--- src/rtl/sram_controller.sv ---
// Memory-stage controller that performs each 32-bit load/store as two 16-bit
// transactions on an asynchronous SRAM, holding ready low while an access runs.
module sram_controller #(
  parameter logic [31:0] BASE_ADDR   = 32'd1024,
  parameter int          ADDR_W      = 18,
  parameter int          WAIT_CYCLES = 2
) (
  input  logic              clk,
  input  logic              rst,
  input  logic              mem_read,
  input  logic              mem_write,
  input  logic [31:0]       address,
  input  logic [31:0]       write_data,
  output logic [31:0]       read_data,
  output logic              ready,
  output logic [ADDR_W-1:0] sram_addr,
  output logic [15:0]       sram_dq_out,
  input  logic [15:0]       sram_dq_in,
  output logic              sram_dq_oe,
  output logic              sram_we_n
);

  localparam int CNT_W = (WAIT_CYCLES > 1) ? $clog2(WAIT_CYCLES) : 1;
  localparam logic [CNT_W-1:0] CNT_LAST = CNT_W'(WAIT_CYCLES - 1);

  typedef enum logic [1:0] {IDLE, LO, HI, DONE} state_t;

  state_t              r_state;
  state_t              w_next_state;
  logic [CNT_W-1:0]    r_cnt;
  logic [CNT_W-1:0]    w_next_cnt;
  logic                r_op_write;
  logic [ADDR_W-2:0]   r_index;
  logic [31:0]         r_wdata;
  logic [31:0]         r_read_data;
  logic [ADDR_W-1:0]   r_sram_addr;
  logic [15:0]         r_dq_out;

  logic                w_req;
  logic                w_last;
  logic                w_busy;
  logic [31:0]         w_offset;
  logic [ADDR_W-2:0]   w_index;
  logic                w_unused_bits;

  assign w_req    = mem_read | mem_write;
  assign w_last   = (r_cnt == CNT_LAST);
  assign w_busy   = (r_state == LO) || (r_state == HI);
  // Halfword-pair index; upper bits drop off so out-of-range addresses wrap.
  assign w_offset = address - BASE_ADDR;
  assign w_index  = w_offset[ADDR_W:2];
  assign w_unused_bits = &{1'b0, w_offset[31:ADDR_W+1], w_offset[1:0]};

  assign read_data   = r_read_data;
  assign sram_addr   = r_sram_addr;
  assign sram_dq_out = r_dq_out;

  always_ff @(posedge clk or negedge rst) begin
    if (!rst) begin
      r_state <= IDLE;
      r_cnt   <= '0;
    end else begin
      r_state <= w_next_state;
      r_cnt   <= w_next_cnt;
    end
  end

  always_comb begin
    w_next_state = r_state;
    w_next_cnt   = r_cnt;
    sram_we_n    = 1'b1;
    sram_dq_oe   = 1'b0;
    ready        = 1'b1;
    case (r_state)
      IDLE: begin
        if (w_req) begin
          w_next_state = LO;
          w_next_cnt   = '0;
          ready        = 1'b0;
        end
      end
      LO, HI: begin
        ready      = 1'b0;
        sram_we_n  = ~r_op_write;
        sram_dq_oe = r_op_write;
        if (w_last) begin
          w_next_state = (r_state == LO) ? HI : DONE;
          w_next_cnt   = '0;
        end else begin
          w_next_cnt = r_cnt + CNT_W'(1);
        end
      end
      DONE: w_next_state = IDLE;
      default: w_next_state = IDLE;
    endcase
    // The state may not yet reflect an asserted reset during the reset cycle.
    if (!rst) ready = 1'b1;
  end

  always_ff @(posedge clk or negedge rst) begin
    if (!rst) begin
      r_op_write  <= 1'b0;
      r_index     <= '0;
      r_wdata     <= '0;
      r_read_data <= '0;
      r_sram_addr <= '0;
      r_dq_out    <= '0;
    end else begin
      case (r_state)
        IDLE: begin
          if (w_req) begin
            r_op_write  <= mem_write;
            r_index     <= w_index;
            r_wdata     <= write_data;
            r_sram_addr <= {w_index, 1'b0};
            if (mem_write) r_dq_out <= write_data[15:0];
          end
        end
        LO: begin
          if (w_last) begin
            r_sram_addr <= {r_index, 1'b1};
            if (r_op_write) r_dq_out <= r_wdata[31:16];
            else            r_read_data[15:0] <= sram_dq_in;
          end
        end
        HI: begin
          if (w_last && !r_op_write) r_read_data[31:16] <= sram_dq_in;
        end
        default: ;
      endcase
    end
  end

endmodule

--- config.mk ---
export PLATFORM = sky130hd
export DESIGN_NAME = sram_controller
export DESIGN_NICKNAME = d
export VERILOG_FILES = /design/src/rtl/sram_controller.sv
export SDC_FILE = /design/constraint.sdc
export NUM_CORES = 1
export LEC_CHECK = 0
export CAP_MARGIN = 25
export CORE_MARGIN = 2
export CORE_UTILIZATION = 40
export CTS_BUF_LIST = sky130_fd_sc_hd__clkbuf_8
export DETAILED_ROUTE_END_ITERATION = 12
export DONT_BUFFER_PORTS = 1
export HOLD_SLACK_MARGIN = 0.1
export MAX_ROUTING_LAYER = met4
export PLACE_DENSITY = 0.67
export SLEW_MARGIN = 25
export SYNTH_ARGS = -nofsm -noshare
export SYNTH_HDL_FRONTEND = slang
export SYNTH_SLANG_ARGS = --single-unit
--- constraint.sdc ---
create_clock -name clk -period 2.1 [get_ports clk]
set_clock_uncertainty 0.2 [all_clocks]
set_input_delay 0.42 -clock clk [delete_from_list [all_inputs] [get_ports clk]]
set_output_delay 0.42 -clock clk [all_outputs]
set_load 0.005 [all_outputs]
==> out/results.tsv <==
metric	value	unit
CTS root buffer	clkbuf_8	
Worst-path clk slew	100	ps
area of the multi-input gates	1770	um2
starting DRC count in detailed routing	136	
WL/cell	17.4	um
final hold vios	103	
met1 Resource Use GR	19.1	%
DR DRC count	0	
post-DP HPWL	6000	um
max-slew violation count	0	
largest area contributor in the netlist	dfrtp_1	
Yosys reg bits	103	
routed via count	2920	
Mapped Cells	352	
first-pass GRT wire length	14700	um
global route total overflow	0	
Comb power frac	38.4	%
Post-CTS Hold Buffers	65	
reg-to-reg startpoint	r_state[0]$_DFFE_PN0P_	
min cycle time layout	2040	ps
Global Route met3 Usage	5.56	%
Crit Path Class	reg -> reg	
Async SR Flop Fraction	100	%
worst min-delay path class	in -> async	
Setup TNS Final	0	ps
nets@finish	512	
FP Rows	38	
share of the synthesized area in the top cell type	58.1	%
final WL	9850	um
Die H	109	um
Max Cap Violations	0	
TritonCTS clock tree	done	
port bufs	0	
synth unique cells	32	
post-synthesis net count	442	
area of the core	10800	um2
Psw	2.94	mW
Slew @ Worst Pin	498	ps
top_reg_cell synth	dfrtp_1	
pin count of the biggest net entering global routing	105	
cts bufs inserted	9	
Seq/Total Area, Yosys	58.1	%
Design Area, Final	5580	um2
RSZ-0062 raised after global routing	false	
DP Area	4620	um2
Slew headroom	66.6	%
share of cells above drive strength 1	23.9	%
gr busiest metal	met2	
H-Tree Depth	3	
post-route core utilization	51.5	%
Pleak	2.38	nW
GRT Util Overall	16.6	%
post-layout total power	8.43	mW
Mapped Avg Cell Area	12.6	um2
Die X	109	um
min setup slack post-route	64.1	ps
worst vdd ir	0.000620	V
Top Ports	153	
r2r endpoint	sram_addr[13]$_DFFE_PN0P_	
clock share of power	17.4	%
fin crit share	96.9	%
GR Util met2	27.6	%
Reg power frac	44.2	%
Reg2Reg Setup Slack	60	ps
Synth Warn #	0	
clock tree buffer depth	2	
DR vias/cell	5.15	
status	finished with violations	
fin cells	567	
clock latency on the worst-skew pair	360	ps
clock sinks	103	
dpl cells	483	
pre-CTS setup slack	64.6	ps
CP startpoint kind	flop	
Area Overhead vs Synth	26.0	%
commonest non-fill, non-tap cells in the layout	dfrtp_1 (103), dlygate4sd3_1 (65), mux2_2 (57)	
First-pass DRT Iterations	4	
vias in the first global route	3001	
Post-synth EDFFs	0	
worst path arrival time	2090	ps
# diodes	0	
initial antenna violation count	0	
most common cell after layout, fill and taps aside	dfrtp_1	
Starting Density	40.9	%
Net Sw Frac	34.9	%
pwr dens	1510	nW/um2
crit end category	flop	
die area	11900	um2
GP Congestion	0.766	
Post-Syn Area	4430	um2
top cells by area, synth	dfrtp_1 (58%), mux2_2 (14%), mux2i_1 (5.6%), nand2_1 (2.5%), a21oi_1 (2.5%)	
critical path peak fanout	7	
r2r worst-path depth	5	
Worst Path Required	2150	ps
f_max	0.491	GHz
Final ANT Viol Nets	0	
# setup viols final	0	
violated checks	hold timing	
fill cell count	925	
register area	2580	um2
internal power	5.48	mW
WHS	-463	ps
==> worst max-delay path, stage by stage (launching register included) <==
cell and delay, ps:
dfrtp_1 400, inv_2 90, ha_4 150, or3b_1 540
o211a_4 250, mux2_4 290
==> flip-flops by register name, summed over array words and instances (netlist names) <==
register and count:
r_cnt 1, sram_addr 18, sram_dq_out 16, r_state 2, r_wdata 16, r_op_write 1, r_index 17, read_data 32
==> cells in the mapped netlist (3+ instances only) <==
cell	count
a21oi_1	22
buf_2	13
buf_6	3
dfrtp_1	103
ha_1	6
inv_1	7
mux2_2	57
mux2i_1	25
nand2_1	30
nor2_1	22
nor3b_1	3
o21ai_0	21
o21ai_1	6
xnor2_1	7
==> cells by family (layout without fill, tap and decap cells) <==
logic type,after synthesis,after routing,share of synthesized area [%]
mux,84,84,20.8
xor+xnor,7,7,1.38
simple gates,68,68,7.14
fa+ha+maj,6,6,1.69
buf+inv,27,101,3.33
flops,103,103,58.1
compound gates,57,58,7.51
==> final cells by class <==
class / count / area share, %
Timing Repair Buffer: 78 / 14.1
Tap cell: 140 / 3.14
Clock inverter: 3 / 1.14
Sequential cell: 103 / 46.2
Inverter: 7 / 0.471
Clock buffer: 13 / 3.20
Multi-Input combinational cell: 223 / 31.7
==> power by group through the flow <==
stage	combinational (mW)	clock, mW	sequential, mW
after detailed placement	2.97	0	3.77
after CTS	3.12	1.49	3.74
after floorplan	2.46	0	3.54
final	3.23	1.47	3.73
after global routing	3.59	1.56	3.87
after global placement	2.86	0	3.73
==> how the worst max path moves through the flow <==
stage / from / cells after the start / endpoint
finish: r_state[0]$_DFFE_PN0P_ / 5 / sram_addr[13]$_DFFE_PN0P_
global route: r_state[1]$_DFFE_PN0P_ / 5 / sram_addr[4]$_DFFE_PN0P_
CTS: r_state[1]$_DFFE_PN0P_ / 6 / ready
detailed placement: r_state[0]$_DFFE_PN0P_ / 5 / sram_addr[3]$_DFFE_PN0P_
global placement: r_state[0]$_DFFE_PN0P_ / 5 / sram_addr[6]$_DFFE_PN0P_
floorplan: r_state[1]$_DFFE_PN0P_ / 8 / read_data[10]$_DFFE_PN0P_
==> layer usage <==
layer  wire, um  vias up
li1           -     1359
met1       4090     1423
met2       4750      127
met3        890       11
met4        126        0
met5          0        -
==> repair_timing <==
| action | CTS | global route |
|---|---|---|
| hold endpoints to repair | 196 | 103 |
| cloned | 0 | 1 |
| setup buffers | 2 | 1 |
| gates resized for setup | 7 | 3 |
| pin swaps | 1 | 4 |
| endpoints found under the setup margin | 1 | 15 |
Power figures use the tool's default switching activity.
